[src/rtl/mem_port_arbiter_if.sv]
// Bundle of every handshake and bus signal around mem_port_arbiter.
//   Requester IF : if_req_i, if_addr_i -> if_ack_o, if_data_o
//   Requester DM : dm_req_i, dm_we_i, dm_addr_i, dm_wdata_i -> dm_ack_o, dm_data_o
//   Memory       : mem_req_o, mem_we_o, mem_addr_o, mem_wdata_o <- mem_rdata_i, mem_ack_i
//   Status       : err_o, busy_o
// The "slave" modport is the arbiter's view; "master" is the view of the
// surrounding requesters/memory (e.g. a testbench).
interface mem_port_arbiter_if #(
    parameter int ADDR_W = 32,
    parameter int DATA_W = 32
);
    logic              if_req_i;
    logic [ADDR_W-1:0] if_addr_i;
    logic              if_ack_o;
    logic [DATA_W-1:0] if_data_o;

    logic              dm_req_i;
    logic              dm_we_i;
    logic [ADDR_W-1:0] dm_addr_i;
    logic [DATA_W-1:0] dm_wdata_i;
    logic              dm_ack_o;
    logic [DATA_W-1:0] dm_data_o;

    logic              mem_req_o;
    logic              mem_we_o;
    logic [ADDR_W-1:0] mem_addr_o;
    logic [DATA_W-1:0] mem_wdata_o;
    logic [DATA_W-1:0] mem_rdata_i;
    logic              mem_ack_i;

    logic              err_o;
    logic              busy_o;

    modport slave (
        input  if_req_i, if_addr_i,
        input  dm_req_i, dm_we_i, dm_addr_i, dm_wdata_i,
        input  mem_rdata_i, mem_ack_i,
        output if_ack_o, if_data_o, dm_ack_o, dm_data_o,
        output mem_req_o, mem_we_o, mem_addr_o, mem_wdata_o,
        output err_o, busy_o
    );

    modport master (
        output if_req_i, if_addr_i,
        output dm_req_i, dm_we_i, dm_addr_i, dm_wdata_i,
        output mem_rdata_i, mem_ack_i,
        input  if_ack_o, if_data_o, dm_ack_o, dm_data_o,
        input  mem_req_o, mem_we_o, mem_addr_o, mem_wdata_o,
        input  err_o, busy_o
    );
endinterface

[src/rtl/mem_port_arbiter.sv]
// Arbitrates one single-port memory between instruction fetch (IF, read
// only) and data memory (DM, read/write). DM wins ties, but after
// MAX_DM_STREAK consecutive DM grants with IF waiting, IF is served once.
// A memory access not acknowledged within TIMEOUT cycles is aborted and
// completed with err_o (TIMEOUT = 0 waits forever).
// Ports:
//   clk_i  rising-edge clock
//   rst_i  asynchronous active-high reset
//   bus    mem_port_arbiter_if.slave (requester, memory and status signals);
//          its ADDR_W/DATA_W must match this module's parameters.
// All outputs are registered.
module mem_port_arbiter #(
    parameter int ADDR_W        = 32,
    parameter int DATA_W        = 32,
    parameter int MAX_DM_STREAK = 4,
    parameter int TIMEOUT       = 255
) (
    input  logic              clk_i,
    input  logic              rst_i,
    mem_port_arbiter_if.slave bus
);
    localparam int SW = 4;
    localparam int TW = (TIMEOUT > 1) ? $clog2(TIMEOUT) : 1;

    typedef enum logic [1:0] {
        IDLE,
        BUSY_IF,
        BUSY_DM,
        RESP
    } state_t;

    state_t state_q, state_d;

    logic [SW-1:0]     streak_q, streak_d;
    logic [TW-1:0]     timer_q, timer_d;

    logic              if_ack_q, if_ack_d;
    logic [DATA_W-1:0] if_data_q, if_data_d;
    logic              dm_ack_q, dm_ack_d;
    logic [DATA_W-1:0] dm_data_q, dm_data_d;
    logic              mem_req_q, mem_req_d;
    logic              mem_we_q, mem_we_d;
    logic [ADDR_W-1:0] mem_addr_q, mem_addr_d;
    logic [DATA_W-1:0] mem_wdata_q, mem_wdata_d;
    logic              err_q, err_d;
    logic              busy_q, busy_d;

    logic grant_dm, grant_if, timeout_hit, done;

    always_comb begin
        grant_dm    = bus.dm_req_i &&
                      !(bus.if_req_i && (streak_q == SW'(MAX_DM_STREAK)));
        grant_if    = !grant_dm && bus.if_req_i;
        timeout_hit = (TIMEOUT != 0) && (timer_q == TW'(TIMEOUT - 1));
        // A memory ack on the last allowed cycle completes normally.
        done        = bus.mem_ack_i || timeout_hit;
    end

    always_ff @(posedge clk_i or posedge rst_i) begin
        if (rst_i) state_q <= IDLE;
        else       state_q <= state_d;
    end

    always_comb begin
        state_d = state_q;
        unique case (state_q)
            IDLE: begin
                if (grant_dm)      state_d = BUSY_DM;
                else if (grant_if) state_d = BUSY_IF;
            end
            BUSY_IF, BUSY_DM: begin
                if (done) state_d = RESP;
            end
            RESP:    state_d = IDLE;
            default: state_d = IDLE;
        endcase
    end

    // Next values of every registered output and of the streak/timer state.
    always_comb begin
        streak_d    = streak_q;
        timer_d     = timer_q;
        if_ack_d    = 1'b0;
        dm_ack_d    = 1'b0;
        err_d       = 1'b0;
        if_data_d   = if_data_q;
        dm_data_d   = dm_data_q;
        mem_req_d   = mem_req_q;
        mem_we_d    = mem_we_q;
        mem_addr_d  = mem_addr_q;
        mem_wdata_d = mem_wdata_q;
        busy_d      = (state_d != IDLE);

        unique case (state_q)
            IDLE: begin
                if (grant_dm) begin
                    mem_req_d   = 1'b1;
                    mem_we_d    = bus.dm_we_i;
                    mem_addr_d  = bus.dm_addr_i;
                    mem_wdata_d = bus.dm_wdata_i;
                    timer_d     = '0;
                    if (!bus.if_req_i)
                        streak_d = '0;
                    else if (streak_q != SW'(MAX_DM_STREAK))
                        streak_d = streak_q + 1'b1;
                end else if (grant_if) begin
                    mem_req_d  = 1'b1;
                    mem_we_d   = 1'b0;
                    mem_addr_d = bus.if_addr_i;
                    timer_d    = '0;
                    streak_d   = '0;
                end
            end
            BUSY_IF, BUSY_DM: begin
                timer_d = timer_q + 1'b1;
                if (done) begin
                    mem_req_d = 1'b0;
                    err_d     = !bus.mem_ack_i;
                    if (state_q == BUSY_IF) begin
                        if_ack_d = 1'b1;
                        if (bus.mem_ack_i) if_data_d = bus.mem_rdata_i;
                    end else begin
                        dm_ack_d = 1'b1;
                        if (bus.mem_ack_i && !mem_we_q) dm_data_d = bus.mem_rdata_i;
                    end
                end
            end
            default: ;
        endcase
    end

    always_ff @(posedge clk_i or posedge rst_i) begin
        if (rst_i) begin
            streak_q    <= '0;
            timer_q     <= '0;
            if_ack_q    <= 1'b0;
            if_data_q   <= '0;
            dm_ack_q    <= 1'b0;
            dm_data_q   <= '0;
            mem_req_q   <= 1'b0;
            mem_we_q    <= 1'b0;
            mem_addr_q  <= '0;
            mem_wdata_q <= '0;
            err_q       <= 1'b0;
            busy_q      <= 1'b0;
        end else begin
            streak_q    <= streak_d;
            timer_q     <= timer_d;
            if_ack_q    <= if_ack_d;
            if_data_q   <= if_data_d;
            dm_ack_q    <= dm_ack_d;
            dm_data_q   <= dm_data_d;
            mem_req_q   <= mem_req_d;
            mem_we_q    <= mem_we_d;
            mem_addr_q  <= mem_addr_d;
            mem_wdata_q <= mem_wdata_d;
            err_q       <= err_d;
            busy_q      <= busy_d;
        end
    end

    assign bus.if_ack_o    = if_ack_q;
    assign bus.if_data_o   = if_data_q;
    assign bus.dm_ack_o    = dm_ack_q;
    assign bus.dm_data_o   = dm_data_q;
    assign bus.mem_req_o   = mem_req_q;
    assign bus.mem_we_o    = mem_we_q;
    assign bus.mem_addr_o  = mem_addr_q;
    assign bus.mem_wdata_o = mem_wdata_q;
    assign bus.err_o       = err_q;
    assign bus.busy_o      = busy_q;
endmodule

[src/flat_wrapper.sv]
// flat-port wrapper written by rule: the top's interface ports become plain ports
module mem_port_arbiter_flat 
#(
    parameter int ADDR_W        = 32,
    parameter int DATA_W        = 32,
    parameter int MAX_DM_STREAK = 4,
    parameter int TIMEOUT       = 255
)
  (clk_i, rst_i, bus_if_req_i, bus_if_addr_i, bus_dm_req_i, bus_dm_we_i, bus_dm_addr_i, bus_dm_wdata_i, bus_mem_rdata_i, bus_mem_ack_i, bus_if_ack_o, bus_if_data_o, bus_dm_ack_o, bus_dm_data_o, bus_mem_req_o, bus_mem_we_o, bus_mem_addr_o, bus_mem_wdata_o, bus_err_o, bus_busy_o);
  mem_port_arbiter_if #(.ADDR_W(ADDR_W), .DATA_W(DATA_W)) bus_i ();
  input  logic clk_i;
  input  logic rst_i;
  input wire logic [$bits(bus_i.if_req_i)-1:0] bus_if_req_i;
  input wire logic [$bits(bus_i.if_addr_i)-1:0] bus_if_addr_i;
  input wire logic [$bits(bus_i.dm_req_i)-1:0] bus_dm_req_i;
  input wire logic [$bits(bus_i.dm_we_i)-1:0] bus_dm_we_i;
  input wire logic [$bits(bus_i.dm_addr_i)-1:0] bus_dm_addr_i;
  input wire logic [$bits(bus_i.dm_wdata_i)-1:0] bus_dm_wdata_i;
  input wire logic [$bits(bus_i.mem_rdata_i)-1:0] bus_mem_rdata_i;
  input wire logic [$bits(bus_i.mem_ack_i)-1:0] bus_mem_ack_i;
  output wire logic [$bits(bus_i.if_ack_o)-1:0] bus_if_ack_o;
  output wire logic [$bits(bus_i.if_data_o)-1:0] bus_if_data_o;
  output wire logic [$bits(bus_i.dm_ack_o)-1:0] bus_dm_ack_o;
  output wire logic [$bits(bus_i.dm_data_o)-1:0] bus_dm_data_o;
  output wire logic [$bits(bus_i.mem_req_o)-1:0] bus_mem_req_o;
  output wire logic [$bits(bus_i.mem_we_o)-1:0] bus_mem_we_o;
  output wire logic [$bits(bus_i.mem_addr_o)-1:0] bus_mem_addr_o;
  output wire logic [$bits(bus_i.mem_wdata_o)-1:0] bus_mem_wdata_o;
  output wire logic [$bits(bus_i.err_o)-1:0] bus_err_o;
  output wire logic [$bits(bus_i.busy_o)-1:0] bus_busy_o;
  assign bus_i.if_req_i = bus_if_req_i;
  assign bus_i.if_addr_i = bus_if_addr_i;
  assign bus_i.dm_req_i = bus_dm_req_i;
  assign bus_i.dm_we_i = bus_dm_we_i;
  assign bus_i.dm_addr_i = bus_dm_addr_i;
  assign bus_i.dm_wdata_i = bus_dm_wdata_i;
  assign bus_i.mem_rdata_i = bus_mem_rdata_i;
  assign bus_i.mem_ack_i = bus_mem_ack_i;
  assign bus_if_ack_o = bus_i.if_ack_o;
  assign bus_if_data_o = bus_i.if_data_o;
  assign bus_dm_ack_o = bus_i.dm_ack_o;
  assign bus_dm_data_o = bus_i.dm_data_o;
  assign bus_mem_req_o = bus_i.mem_req_o;
  assign bus_mem_we_o = bus_i.mem_we_o;
  assign bus_mem_addr_o = bus_i.mem_addr_o;
  assign bus_mem_wdata_o = bus_i.mem_wdata_o;
  assign bus_err_o = bus_i.err_o;
  assign bus_busy_o = bus_i.busy_o;
  mem_port_arbiter #(.ADDR_W(ADDR_W), .DATA_W(DATA_W), .MAX_DM_STREAK(MAX_DM_STREAK), .TIMEOUT(TIMEOUT)) u_core (.clk_i(clk_i), .rst_i(rst_i), .bus(bus_i));
endmodule
[config.mk]
export PLATFORM = sky130hd
export DESIGN_NAME = mem_port_arbiter_flat
export DESIGN_NICKNAME = d
export VERILOG_FILES = /design/src/rtl/mem_port_arbiter_if.sv /design/src/rtl/mem_port_arbiter.sv /design/src/flat_wrapper.sv
export SDC_FILE = /design/constraint.sdc
export NUM_CORES = 1
export LEC_CHECK = 0
export ABC_AREA = 0
export CORE_MARGIN = 2
export CORE_UTILIZATION = 30
export DETAILED_ROUTE_END_ITERATION = 7
export GPL_TIMING_DRIVEN = 0
export HOLD_SLACK_MARGIN = 0.15
export PLACE_DENSITY = 0.61
export SLEW_MARGIN = 20
export SYNTH_ARGS = -nofsm -noshare
export SYNTH_HDL_FRONTEND = slang
export SYNTH_SLANG_ARGS = --single-unit
[constraint.sdc]
create_clock -name clk_i -period 4.5 [get_ports clk_i]
set_input_delay 0.45 -clock clk_i [delete_from_list [all_inputs] [get_ports clk_i]]
set_output_delay 0.45 -clock clk_i [all_outputs]
set_load 0.01 [all_outputs]
==> run metrics <==
synthesis-to-finish area growth 56.3%; port bufs 267; GRT Resource Usage Total 0.157; H-tree lvl count 4; placed cell area 9490 µm²; critical-path maximum fanout 10; post-synthesis cell area 6430 µm²; Slew headroom 0.656; Final setup viols 0; core area 21,000 µm²; critical path capture point type flop; total number of placement rows 53; worst hold slack 0.431 ns; post-placement setup slack 2.00 ns; count of non-filler cells in the finished layout 1,081; final estimated routing congestion in global placement 0.792; Cells after Synth 506; number of warnings issued by yosys 0; number of hold violations in the final report 0; Sink Count 148; peak ir drop on the vdd network 279 µV; number of global-route vias before repair 5,211; total net switching power 2350 µW; floorplan die area 22,600 µm²; DR pass1 iterations 4; Starting DRT DRC Count 141; maximum number of pins on one net before global-route repair 95; Worst setup SP type flop; cell count after placement 1,049; post-route fraction of the period consumed by the critical path 0.452; CTS tree yes; fraction of layout instances using a drive strength above 1 0.102; overflow left after global routing 0; Sw Ratio 0.341; CTS clock-pin slew for the worst setup and hold paths 0.07 ns; Seq pwr share 0.336; fill cell total of the finished layout 1,943; Avg Synthesized Cell Area 12.7 µm²; achievable frequency 491 MHz; path type of the worst min-delay path primary input to asynchronous set/reset pin; HPWL after DPL 13.2 mm; critical-path cell list inv_1 -> ha_1 -> nand3_1 -> buf_2 -> mux2_1; largest buffer count on any clock path 2; final clock skew 0.00744 ns; CTS Hold Buffers Added 0; Pleak 0.00416 µW; CP Data Required Time 4.81 ns; post-detailed-route DRC marker count 0; area taken by flip-flops and latches 3700 µm²; status completed; total via count in the routed design 5,098; RSZ-0062 raised after global routing no; internal power consumption 4530 µW; worst-skew pair later-pin latency 0.43 ns; nets 936; number of instances resized during post-cts repair 0; clock network fraction of design power 0.201; combinational power share 0.463; final worst setup slack 2.46 ns; Post-CTS Repair Setup Buffers 0; most frequent cells in the layout clkdlybuf4s50_1, dfrtp_1, nand2_1; dominant delay contributor by cell family on the critical path buffers and inverters; highest cell delay on the worst timing path 0.44 ns; pwr/cell area 684 nW/µm²; number of distinct standard cells referenced by the synthesized netlist 44; highest-delay cell along the critical path dfrtp_1; number of max-slew violations in the final report 0; wire length reported by the detailed router 17.9 mm; register area share after synthesis 0.576; max_cap viols 0; Routed wire per std cell 16.5 µm; minimum clock period after layout 2.04 ns; type of the setup path with the least slack flop to flop; Detail Route Antenna Nets 0; antenna fix cells 0; antenna violations before repair 0; initial cell density of the core 0.306; number of buffers inserted during clock tree synthesis 17; Arrival @ worst endpoint 2.34 ns; post-route cell area 10,100 µm²; vias per cell 4.72; CP bufs+invs 2; Worst-Margin Slew 0.516 ns; root buffer cell clkbuf_16; IO Count 268; combined area of the multi-input logic cells 2520 µm²; net count after synthesis 649; die height 150 µm; number of synthesized register bits 148; die boundary width 150 µm; most common library cell in the layout ignoring fill and taps clkdlybuf4s50_1; global-route wire length before repair 27.6 mm
## cells by family (layout without fill, tap and decap cells)
| group | count (synthesis) | count (layout) | synth area share |
|---|---|---|---|
| and+or+nand+nor | 140 | 140 | 0.111 |
| AOI/OAI and AO/OA | 67 | 67 | 0.0764 |
| DFF | 148 | 148 | 0.576 |
| xor gates and xnor gates | 1 | 1 | 0.00136 |
| buffers and inverters | 44 | 344 | 0.0329 |
| adders and majority gates | 9 | 9 | 0.0175 |
| muxes | 97 | 97 | 0.185 |
## synthesized netlist by cell type
cell type	count	area (µm²)
a211o_1	2	17.5
a211oi_1	2	15.0
a21o_1	1	7.51
a21oi_1	2	10.0
a31o_1	1	8.76
a32o_1	4	40.0
a41o_1	1	10.0
and2_1	1	6.26
and3_1	1	6.26
and3_4	1	11.3
and4_1	1	8.76
buf_2	13	65.1
buf_6	4	45.0
clkbuf_1	18	67.6
dfrtp_1	148	3700
ha_1	9	113
inv_1	8	30.0
inv_2	1	3.75
mux2_1	69	777
mux2_4	27	405
mux2i_1	1	10.0
nand2_1	70	263
nand2b_1	3	18.8
nand3_1	9	45.0
nand3b_1	3	22.5
nand4_1	34	213
nand4b_4	1	23.8
nor2_1	5	18.8
nor2b_1	2	12.5
nor3_1	4	20.0
nor3b_2	1	12.5
nor4_1	1	6.26
o211ai_1	38	285
o21a_1	2	15.0
o21ai_0	2	10.0
o21ai_1	7	35.0
o21ai_2	1	8.76
o22ai_1	2	12.5
o31ai_1	1	7.51
o41ai_1	1	8.76
or3b_1	1	8.76
or4_1	1	7.51
or4b_1	1	10.0
xnor2_1	1	8.76
## routing by layer
metal | GRT usage | vias to the layer above | part of all wire
met5 | 0 | - | 0
met4 | 0.0632 | 0 | 0.026
met3 | 0.0530 | 29 | 0.087
met2 | 0.250 | 201 | 0.46
met1 | 0.197 | 2458 | 0.43
li1 | - | 2410 | -
## per-stage QoR
stage	util	power (µW)	TNS, ns
6_report	0.478	6880	0
3_3_place_gp	0.450	5530	-340.41
2_1_floorplan	-	3850	0
3_5_place_dp	0.451	5580	0
5_1_grt	0.478	7340	0
4_1_cts	0.478	6990	0
## power by group through the flow
stage	clock (µW)	sequential (µW)	combinational (µW)
after floorplan	0	2600	1250
after global placement	0	2320	3220
after detailed placement	0	2340	3240
after CTS	1420	2320	3250
after global routing	1480	2400	3460
final	1380	2310	3190
## final timing paths
path	to	cells after the start	slack [ns]	startpoint
min in group clk_i	u_core.bus.mem_wdata_o[29]	1	0.48	u_core.bus.mem_wdata_o[29]
hold reg to reg	u_core.bus.mem_wdata_o[29]	1	0.48	u_core.bus.mem_wdata_o[29]
max in group asynchronous	u_core.timer_q[5]	3	3.27	rst_i
hold / removal	u_core.bus.mem_wdata_o[13]	2	0.43	rst_i
setup / recovery	u_core.bus.if_data_o[0]	5	2.46	u_core.state_q[0]
setup reg to reg	u_core.bus.if_data_o[0]	5	2.46	u_core.state_q[0]
## flip-flops by register name, indices dropped and copies added (netlist names)
name	count
u_core.bus.busy_o	1
u_core.bus.dm_ack_o	1
u_core.bus.dm_data_o	32
u_core.bus.err_o	1
u_core.bus.if_ack_o	1
u_core.bus.if_data_o	32
u_core.bus.mem_addr_o	32
u_core.bus.mem_req_o	1
u_core.bus.mem_wdata_o	32
u_core.bus.mem_we_o	1
u_core.state_q	2
u_core.streak_q	4
u_core.timer_q	8
## area by class of cell
type / instances / share of cell area
Timing Repair Buffer: 268 / 0.269
Sequential cell: 148 / 0.368
Clock buffer: 18 / 0.0427
Clock inverter: 14 / 0.0138
Buffer: 35 / 0.0177
Tap cell: 275 / 0.0342
Multi-Input combinational cell: 314 / 0.251
Inverter: 9 / 0.00411
(Power assumes the default switching activity.)
